File: config.mk
export PLATFORM = sky130hd
export DESIGN_NAME = display_scheduler_flat
export DESIGN_NICKNAME = d
export VERILOG_FILES = /design/src/rtl/freq_counter_pkg.sv /design/src/rtl/display_scheduler_if.sv /design/src/rtl/display_scheduler_rr_pick.sv /design/src/rtl/display_scheduler.sv /design/src/flat_wrapper.sv
export SDC_FILE = /design/constraint.sdc
export NUM_CORES = 1
export LEC_CHECK = 0
export CAP_MARGIN = 25
export CORE_MARGIN = 2
export CORE_UTILIZATION = 40
export CTS_CLUSTER_SIZE = 8
export DETAILED_ROUTE_END_ITERATION = 12
export PLACE_DENSITY = 0.73
export REMOVE_ABC_BUFFERS = 1
export SYNTH_ARGS = -nofsm -noshare
export SYNTH_HDL_FRONTEND = slang
export SYNTH_SLANG_ARGS = --single-unit
File: constraint.sdc
create_clock -name clk -period 2 [get_ports clk]
set_clock_uncertainty 0.15 [all_clocks]
set_input_delay 0.4 -clock clk [delete_from_list [all_inputs] [get_ports clk]]
set_output_delay 0.4 -clock clk [all_outputs]
set_load 0.01 [all_outputs]
File: src/rtl/freq_counter_pkg.sv
// Shared types and constants for the frequency-counter display path.
package freq_counter_pkg;

    typedef enum logic [1:0] {
        ST_IDLE,
        ST_GRANT,
        ST_DWELL
    } sched_state_e;

    localparam int DIGIT_W = 4;
    localparam logic [DIGIT_W-1:0] DIGIT_MAX = 4'd9;
    localparam int DEFAULT_DWELL = 1200;

    function automatic logic [DIGIT_W-1:0] clamp_digit(input logic [DIGIT_W-1:0] d);
        return (d > DIGIT_MAX) ? DIGIT_MAX : d;
    endfunction

endpackage

File: src/rtl/display_scheduler_if.sv
// Bundle between the measurement channels (master) and the display scheduler (slave),
// including the load port toward the seven-segment driver.
interface display_scheduler_if
    import freq_counter_pkg::*;
#(
    parameter int CHANNELS = 4
);
    localparam int CW = $clog2(CHANNELS);

    logic [CHANNELS-1:0]         req_valid;
    logic [DIGIT_W*CHANNELS-1:0] req_tens;
    logic [DIGIT_W*CHANNELS-1:0] req_units;
    logic [CHANNELS-1:0]         req_ready;
    logic                        disp_load;
    logic [DIGIT_W-1:0]          disp_tens;
    logic [DIGIT_W-1:0]          disp_units;
    logic [CW-1:0]               cur_chan;
    logic                        busy;

    modport master (
        output req_valid, req_tens, req_units,
        input  req_ready, disp_load, disp_tens, disp_units, cur_chan, busy
    );

    modport slave (
        input  req_valid, req_tens, req_units,
        output req_ready, disp_load, disp_tens, disp_units, cur_chan, busy
    );

endinterface

File: src/rtl/display_scheduler_rr_pick.sv
// Combinational grant picker: round-robin after last_grant by default,
// lowest-index-wins when SCHED_PRIORITY_EN is defined.
module rr_pick #(
    parameter int CHANNELS = 4,
    parameter int CW = $clog2(CHANNELS)
) (
    input  logic [CHANNELS-1:0] full,
    input  logic [CW-1:0]       last_grant,
    output logic                any,
    output logic [CW-1:0]       grant
);

    logic found;

`ifdef SCHED_PRIORITY_EN
    logic unused_last_grant;
    assign unused_last_grant = ^last_grant;

    always_comb begin
        any   = |full;
        grant = '0;
        found = 1'b0;
        for (int k = 0; k < CHANNELS; k++) begin
            if (!found && full[k]) begin
                grant = CW'(k);
                found = 1'b1;
            end
        end
    end
`else
    logic [CW-1:0] idx;

    // Search starts just after the previous winner so it is considered last.
    always_comb begin
        any   = |full;
        grant = '0;
        found = 1'b0;
        idx   = '0;
        for (int k = 1; k <= CHANNELS; k++) begin
            idx = CW'((int'(last_grant) + k) % CHANNELS);
            if (!found && full[idx]) begin
                grant = idx;
                found = 1'b1;
            end
        end
    end
`endif

endmodule

File: src/rtl/display_scheduler.sv
// Time-shares one two-digit display among CHANNELS measurement channels.
// Build option: define SCHED_PRIORITY_EN for fixed-priority instead of round-robin.
module display_scheduler
    import freq_counter_pkg::*;
#(
    parameter int CHANNELS = 4,
    parameter int DWELL    = DEFAULT_DWELL
) (
    input logic               clk,
    input logic               reset,
    display_scheduler_if.slave bus
);

    localparam int CW    = $clog2(CHANNELS);
    localparam int CNT_W = $clog2(DWELL + 1);

    logic [CHANNELS-1:0]              slot_full_q,  slot_full_d;
    logic [CHANNELS-1:0][DIGIT_W-1:0] slot_tens_q,  slot_tens_d;
    logic [CHANNELS-1:0][DIGIT_W-1:0] slot_units_q, slot_units_d;

    sched_state_e       state_q,      state_d;
    logic [CW-1:0]      grant_idx_q,  grant_idx_d;
    logic [CW-1:0]      last_grant_q, last_grant_d;
    logic [CW-1:0]      cur_chan_q,   cur_chan_d;
    logic [CNT_W-1:0]   dwell_cnt_q,  dwell_cnt_d;
    logic               disp_load_q,  disp_load_d;
    logic [DIGIT_W-1:0] disp_tens_q,  disp_tens_d;
    logic [DIGIT_W-1:0] disp_units_q, disp_units_d;

    logic          pick_any;
    logic [CW-1:0] pick_idx;

    rr_pick #(
        .CHANNELS (CHANNELS),
        .CW       (CW)
    ) u_pick (
        .full       (slot_full_q),
        .last_grant (last_grant_q),
        .any        (pick_any),
        .grant      (pick_idx)
    );

    // A slot only accepts while empty, so capture and the GRANT clear never hit the same slot.
    always_comb begin
        slot_full_d  = slot_full_q;
        slot_tens_d  = slot_tens_q;
        slot_units_d = slot_units_q;
        for (int i = 0; i < CHANNELS; i++) begin
            if (bus.req_valid[i] && !slot_full_q[i]) begin
                slot_full_d[i]  = 1'b1;
                slot_tens_d[i]  = clamp_digit(bus.req_tens[DIGIT_W*i +: DIGIT_W]);
                slot_units_d[i] = clamp_digit(bus.req_units[DIGIT_W*i +: DIGIT_W]);
            end
            if (state_q == ST_GRANT && grant_idx_q == CW'(i)) begin
                slot_full_d[i] = 1'b0;
            end
        end
    end

    always_comb begin
        state_d      = state_q;
        grant_idx_d  = grant_idx_q;
        last_grant_d = last_grant_q;
        cur_chan_d   = cur_chan_q;
        dwell_cnt_d  = dwell_cnt_q;
        disp_load_d  = 1'b0;
        disp_tens_d  = disp_tens_q;
        disp_units_d = disp_units_q;

        case (state_q)
            ST_IDLE: begin
                if (pick_any) begin
                    grant_idx_d = pick_idx;
                    state_d     = ST_GRANT;
                end
            end
            ST_GRANT: begin
                disp_tens_d  = slot_tens_q[grant_idx_q];
                disp_units_d = slot_units_q[grant_idx_q];
                disp_load_d  = 1'b1;
                cur_chan_d   = grant_idx_q;
                last_grant_d = grant_idx_q;
                dwell_cnt_d  = '0;
                state_d      = ST_DWELL;
            end
            ST_DWELL: begin
                if (dwell_cnt_q == CNT_W'(DWELL - 1)) begin
                    state_d = ST_IDLE;
                end else begin
                    dwell_cnt_d = dwell_cnt_q + CNT_W'(1);
                end
            end
            default: state_d = ST_IDLE;
        endcase
    end

    always_ff @(posedge clk) begin
        if (reset) begin
            slot_full_q  <= '0;
            slot_tens_q  <= '0;
            slot_units_q <= '0;
            state_q      <= ST_IDLE;
            grant_idx_q  <= '0;
            last_grant_q <= CW'(CHANNELS - 1);
            cur_chan_q   <= '0;
            dwell_cnt_q  <= '0;
            disp_load_q  <= 1'b0;
            disp_tens_q  <= '0;
            disp_units_q <= '0;
        end else begin
            slot_full_q  <= slot_full_d;
            slot_tens_q  <= slot_tens_d;
            slot_units_q <= slot_units_d;
            state_q      <= state_d;
            grant_idx_q  <= grant_idx_d;
            last_grant_q <= last_grant_d;
            cur_chan_q   <= cur_chan_d;
            dwell_cnt_q  <= dwell_cnt_d;
            disp_load_q  <= disp_load_d;
            disp_tens_q  <= disp_tens_d;
            disp_units_q <= disp_units_d;
        end
    end

    assign bus.req_ready  = ~slot_full_q;
    assign bus.disp_load  = disp_load_q;
    assign bus.disp_tens  = disp_tens_q;
    assign bus.disp_units = disp_units_q;
    assign bus.cur_chan   = cur_chan_q;
    assign bus.busy       = (state_q != ST_IDLE);

endmodule

File: src/flat_wrapper.sv
// flat-port wrapper written by rule: the top's interface ports become plain ports
module display_scheduler_flat import freq_counter_pkg::*;
#(
    parameter int CHANNELS = 4,
    parameter int DWELL    = DEFAULT_DWELL
)
  (clk, reset, bus_req_valid, bus_req_tens, bus_req_units, bus_req_ready, bus_disp_load, bus_disp_tens, bus_disp_units, bus_cur_chan, bus_busy);
  display_scheduler_if #(.CHANNELS(CHANNELS)) bus_i ();
  input logic clk;
  input logic reset;
  input wire logic [$bits(bus_i.req_valid)-1:0] bus_req_valid;
  input wire logic [$bits(bus_i.req_tens)-1:0] bus_req_tens;
  input wire logic [$bits(bus_i.req_units)-1:0] bus_req_units;
  output wire logic [$bits(bus_i.req_ready)-1:0] bus_req_ready;
  output wire logic [$bits(bus_i.disp_load)-1:0] bus_disp_load;
  output wire logic [$bits(bus_i.disp_tens)-1:0] bus_disp_tens;
  output wire logic [$bits(bus_i.disp_units)-1:0] bus_disp_units;
  output wire logic [$bits(bus_i.cur_chan)-1:0] bus_cur_chan;
  output wire logic [$bits(bus_i.busy)-1:0] bus_busy;
  assign bus_i.req_valid = bus_req_valid;
  assign bus_i.req_tens = bus_req_tens;
  assign bus_i.req_units = bus_req_units;
  assign bus_req_ready = bus_i.req_ready;
  assign bus_disp_load = bus_i.disp_load;
  assign bus_disp_tens = bus_i.disp_tens;
  assign bus_disp_units = bus_i.disp_units;
  assign bus_cur_chan = bus_i.cur_chan;
  assign bus_busy = bus_i.busy;
  display_scheduler #(.CHANNELS(CHANNELS), .DWELL(DWELL)) u_core (.clk(clk), .reset(reset), .bus(bus_i));
endmodule
### Yosys cells after proc, flatten, opt, wreduce, memory -nomap -nowiden

Index checks and enable logic that the tools add are counted.

| word-level totals | value |
|---|---|
| register bits after elaboration | 64 |
| bits of input ports | 38 |
| output and inout bits | 16 |
| logic and storage cells | 111 |

| operators by class | value |
|---|---|
| $add $sub $neg | 5 |
| magnitude comparators | 13 |
| equal/unequal tests | 9 |
| mux-type cells | 33 |
| bitwise gates (word level) | 1 |
| reduce and logical (&&, ||, !) cells | 30 |

Operators by type and width:

| operator | count |
|---|---|
| $mux 4 | 10 |
| $gt 4x4->1 const B | 8 |
| $pmux 11 s2 | 1 |
| $bmux 4 s2 | 2 |
| $lt 2x3->1 const B | 5 |
| $mux 2 | 6 |
| $add 11x1->11 const B | 1 |
| $eq 11x11->1 const B | 1 |
| $logic_and 1x1->1 | 11 |
| $mux 11 | 1 |
| $bmux 1 s2 | 4 |
| $mux 1 | 8 |
| $reduce_or 2->1 | 4 |
| $logic_not 1->1 | 7 |
| $eq 2x2->1 const B | 3 |
| $pmux 2 s3 | 1 |
| $reduce_and 2->1 | 3 |
| $add 2x1->2 const B | 2 |
| $add 2x2->2 const B | 2 |
| $eq 2x1->1 const B | 2 |
| $logic_not 2->1 | 2 |
| $ne 2x1->1 const B | 2 |
| $not 4->4 | 1 |
| $reduce_bool 2->1 | 2 |
| 2 further kinds | 2 |

### Longest topological paths before layout

| logic depth | value |
|---|---|
| depth after elaboration | 13 |
| mapped depth | 5 |
| gate-level depth less buffers | 5 |

### By module

Synthesis repeated with hierarchy kept, for this count alone.

| unflattened totals | value |
|---|---|
| cell total of the unflattened synthesis | 340 |
| area, all modules | 2,852.7 µm² |

Modules (own cells, without submodules):

| module | times used | cells each | area each (µm²) | sequential area each (µm²) |
|---|---|---|---|---|
| display_scheduler | 1 | 326 | 2,771.4 | 1,281.2 |
| rr_pick | 1 | 14 | 81.3 | 0.0 |

### Least setup slack after synthesis

OpenSTA, ideal clock, no wires.

| timing | value |
|---|---|
| path kind | register to register |
| from | register u_core.dwell_cnt_q[0] |
| to | register u_core.dwell_cnt_q[0] |
| setup time | 0.063 ns |
| data arrival time | 1.433 ns |
| required time | 1.787 ns |
| slack | 0.354 ns |
| stages on the path, launching flop included | 6 |
| path buffers | 0 |
| period minus slack after synthesis | 1.646 ns |
| path through | dfxtp_1 > ha_1 > and4b_1 > a31oi_1 > mux2_4 > nor2_2 |

| on the way | value |
|---|---|
| cells in the longest elaborated chain, start to end | 3 |
| elaborated cells between the ends (all ways) | 6 |
| classes of those cells | add/sub: 1; eq/ne: 2; mux: 2; reduce/logical: 1 |

Ends and longest elaborated chain:

| element | line | text |
|---|---|---|
| from (decl) | display_scheduler.sv:25 | `logic [CNT_W-1:0] dwell_cnt_q, dwell_cnt_d;` |
| from (signal assigned) | display_scheduler.sv:118 | `dwell_cnt_q <= dwell_cnt_d;` |
| $add 11x1->11 / $eq 11x11->1 (equally long branches) | display_scheduler.sv:90, display_scheduler.sv:87 |  |
| $mux 11 / $ne 2x2->1 (equally long branches) | n/a |  |
| $pmux 11 s2 / $reduce_and 2->1 (equally long branches) | n/a |  |

Several ways; a longest one is shown, not always the timed one. The select of a mux whose other input is x is not followed.
A chain may end at the register's enable or synchronous reset.

### Final worst setup path

| timing | value |
|---|---|
| from | register u_core.slot_full_q[0] |
| to | output bus_req_ready[0] |

| on the way | value |
|---|---|
| cells in the longest elaborated chain, start to end | 1 |

Ends and longest elaborated chain:

| element | line | text |
|---|---|---|
| from (decl) | display_scheduler.sv:17 | `logic [CHANNELS-1:0] slot_full_q, slot_full_d;` |
| from (signal assigned) | display_scheduler.sv:111 | `slot_full_q <= slot_full_d;` |
| $not 4->4 | display_scheduler.sv:125 | `assign bus.req_ready = ~slot_full_q;` |
| to (decl) | flat_wrapper.sv:14 | `output wire logic [$bits(bus_i.req_ready)-1:0] bus_req_ready;` |

Every way passes these cells.

==> flow_metrics.env <==
export IMPL_clk_pin_slew_ns=0.07
export IMPL_yosys_area_share_simple_pct=27.3
export IMPL_drv_cap=0
export IMPL_yosysMostFrequentCell="nand2_1"
export IMPL_fmax_mhz=515
export IMPL_synth_compound_area_share_pct=17.3
export IMPL_min_period_ns=1.94
export IMPL_pwr_share_clk_pct=36.0
export IMPL_status="complete, no violations"
export IMPL_cp_slowest_cell="clkdlybuf4s50_1"
export IMPL_ioPinCount=54
export IMPL_p_switching_w=0.000858
export IMPL_synth_ff_type="dfxtp_1"
export IMPL_nets=440
export IMPL_crit_fanout=6
export IMPL_grt_max_degree=50
export IMPL_avgSynthCellArea_sq_um=8.54
export IMPL_synth_ff_latch_count=64
export IMPL_rsz0062_at_grt="no"
export IMPL_r2r_slack_ns=0.18
export IMPL_hold_path_class="flip-flop to flip-flop"
export IMPL_cts_buffers=9
export IMPL_die_area_sq_um=8050
export IMPL_yosys_top_cells_count="68 x nand2_1, 64 x dfxtp_1, 45 x a21oi_1"
export IMPL_yosysUniqueCellTypes=52
export IMPL_cts_setup_buffers=0
export IMPL_drv_slew=0
export IMPL_syn_inst=344
export IMPL_internal_power_w=0.00233
export IMPL_max_slew_margin_rel_pct=66.9
export IMPL_die_w_um=89.7
export IMPL_synth_area_mux_share_pct=7.32
export IMPL_diodes=0
export IMPL_wire_per_inst_um=14.5
export IMPL_final_setup_tns_ns=0
export IMPL_cts_tree="built"
export IMPL_drc=0
export IMPL_critPathTopFamily="buffers and inverters"
export IMPL_timing_rr_start="u_core.dwell_cnt_q[1]"
export IMPL_post_route_util_pct=53.3
export IMPL_hp_start="u_core.slot_units_q[5]"
export IMPL_ctsHoldBuffers=0
export IMPL_ys_warn_count=0
export IMPL_place_congestion=0.822
export IMPL_synth_top_family_by_area="simple AND/OR/NAND/NOR gates"
export IMPL_drt_initial_drc_count=173
export IMPL_portBuffers=53
export IMPL_slowest_delay_ns=0.49
export IMPL_ys_seq_area_share_pct=43.6
export IMPL_fp_row_count=31
export IMPL_synthArstFlopShare_pct=0
export IMPL_cellLeakagePower_nw=1.32
export IMPL_die_h_um=89.7
export IMPL_antenna_found_initial=0
export IMPL_via_per_inst=5.47
export IMPL_wl_um=7310
export IMPL_grt_overflow_total=0
export IMPL_grt_pass1_wl_um=12200
export IMPL_synthTopCellsByArea="dfxtp_1 44%, nand2_1 8.7%, a21oi_1 7.7%"
export IMPL_seqPwrFrac_pct=45.1
export IMPL_setup_worst_path_end_class="output port"
export IMPL_swShare_pct=27.0
export IMPL_worst_r2r_path_depth=5
export IMPL_worst_setup_path_start_kind="flip-flop"
export IMPL_clkSinkCount=64
export IMPL_r2r_end="u_core.dwell_cnt_q[0]"
export IMPL_required_ns=1.45
export IMPL_syn_area_sq_um=2940
export IMPL_grt_pass1_vias=2664
export IMPL_synth_edf_count=0
export IMPL_clockRootBuffer="clkbuf_8"
export IMPL_synthAdderAreaFrac_pct=0.426
export IMPL_hold_slack_ns=0.303
export IMPL_drive_gt1_share_pct=12.1
export IMPL_coreArea_sq_um=7180
export IMPL_vias=2755
export IMPL_cts_repair_resized=0
export IMPL_synth_top_area_share_pct=43.6
export IMPL_setup_viol=0
export IMPL_synth_top_cell_by_area="dfxtp_1"
export IMPL_clock_latency_ns=0.34
export IMPL_synthToLayoutAreaGrowth_pct=30.1
export IMPL_critPathArrivalTime_ns=1.39
export IMPL_min_to="u_core.slot_units_q[5]"
export IMPL_final_hold_viol_count=0
export IMPL_grt_usage_pct=18.4
export IMPL_crit_buf_inv=2
export IMPL_critical_path_class="flip-flop to output port"
export IMPL_hpwl_um=5260
export IMPL_power_density_nw_per_um2=833
export IMPL_start_util_pct=41.0
export IMPL_ant_nets=0
export IMPL_vdd_ir_drop_max_uv=390
export IMPL_finalCritPeriodShare_pct=97.1
export IMPL_worst_slew_pin_slew_ns=0.496
export IMPL_combPwrFrac_pct=18.9
export IMPL_clk_path_buf_depth=2
export IMPL_dr_pass1_iters=4
export IMPL_h_tree_depth=3
export IMPL_synthXorXnorAreaFrac_pct=0.298
export IMPL_hold_depth=2
export IMPL_crit_chain="inv_1, clkdlybuf4s50_1"
cells by family after synthesis:
kind of cell	after synthesis
adders and majority gates	1
AOI/OAI and AO/OA	83
muxes	11
DFF	64
and+or+nand+nor	157
buffers and inverters	27
xor gates and xnor gates	1
metrics by stage:
| step | instances | power, W | setup slack, ns | area [sq um] |
|---|---|---|---|---|
| floorplan | 324 | 0.00176 | 0.218 | 2860 |
| global route | 504 | 0.00333 | 0.0146 | 3820 |
| global placement | 489 | 0.00204 | 0.270 | 3610 |
| CTS | 504 | 0.00320 | 0.00128 | 3820 |
| finish | 504 | 0.00318 | 0.0572 | 3820 |
| detailed placement | 489 | 0.00206 | 0.230 | 3610 |
how the worst max path moves through the flow:
stage	from	end	slack, ns	cells after the start
finish	u_core.slot_full_q[0]	bus_req_ready[0]	0.06	2
global route	u_core.slot_full_q[0]	bus_req_ready[0]	0.01	2
CTS	u_core.state_q[1]	bus_busy	0.001	3
detailed placement	u_core.dwell_cnt_q[0]	u_core.dwell_cnt_q[0]	0.23	5
global placement	u_core.dwell_cnt_q[0]	u_core.dwell_cnt_q[0]	0.27	5
floorplan	u_core.state_q[1]	u_core.dwell_cnt_q[10]	0.22	4
routing by layer:
metal  GRT usage (%)  part of all wire, %  vias up
met4            7.95                  2.5        0
met3            4.69                  5.8       19
met2            29.7                   46       89
met5               0                    0        -
met1            23.6                   46     1303
li1                -                    -     1344
cell type report:
cell class                 instances  area, sq um
sequential                        64         1280
clock buffer                      12          165
fill                             657         3350
inverter                           7         26.3
clock inverter                     3         40.0
multi-input combinational        253         1550
tap                               99          124
timing repair buffer              66          636
cell usage in the layout, fill, tap and decap left out, drive strengths merged, types with 3 or more instances in the layout:
cell type      synthesis  final
nor4                   3      3
buf                    8     14
o21ai                  9      9
o311ai                 3      3
clkdlybuf4s50          0     52
dfxtp                 64     64
inv                    7      7
nand3                  5      5
nand2                 68     68
a211oi                 9      9
nor2                  32     32
a21oi                 45     45
nand3b                17     17
mux4                   8      8
nor2b                  9      9
and4                   3      3
a31oi                  3      3
nor3                   5      5
clkbuf                12     12
power by group through the flow:
| stage | Clock (W) | Combinational (W) | Sequential (W) |
|---|---|---|---|
| floorplan | 0 | 0.000277 | 0.00148 |
| global placement | 0 | 0.000589 | 0.00145 |
| detailed placement | 0 | 0.000600 | 0.00146 |
| CTS | 0.00116 | 0.000602 | 0.00143 |
| global route | 0.00122 | 0.000659 | 0.00144 |
| finish | 0.00115 | 0.000602 | 0.00143 |
worst register-to-register path, delay by kind of cell (launching register included):
kind            cells  cell delay [ns]
compound gates      1             0.34
fa+ha+maj           1             0.26
flops               1             0.36
mux                 1             0.34
simple gates        2             0.31
flip-flops by register name, indices dropped and copies added, names as in the netlist:
register               count
u_core.slot_full_q         4
u_core.bus.disp_units      4
u_core.dwell_cnt_q        11
u_core.grant_idx_q         2
u_core.bus.cur_chan        2
u_core.last_grant_q        2
u_core.bus.disp_tens       4
u_core.state_q             2
u_core.slot_units_q       16
u_core.bus.disp_load       1
u_core.slot_tens_q        16
No activity file was read; power rests on OpenSTA's default activity.
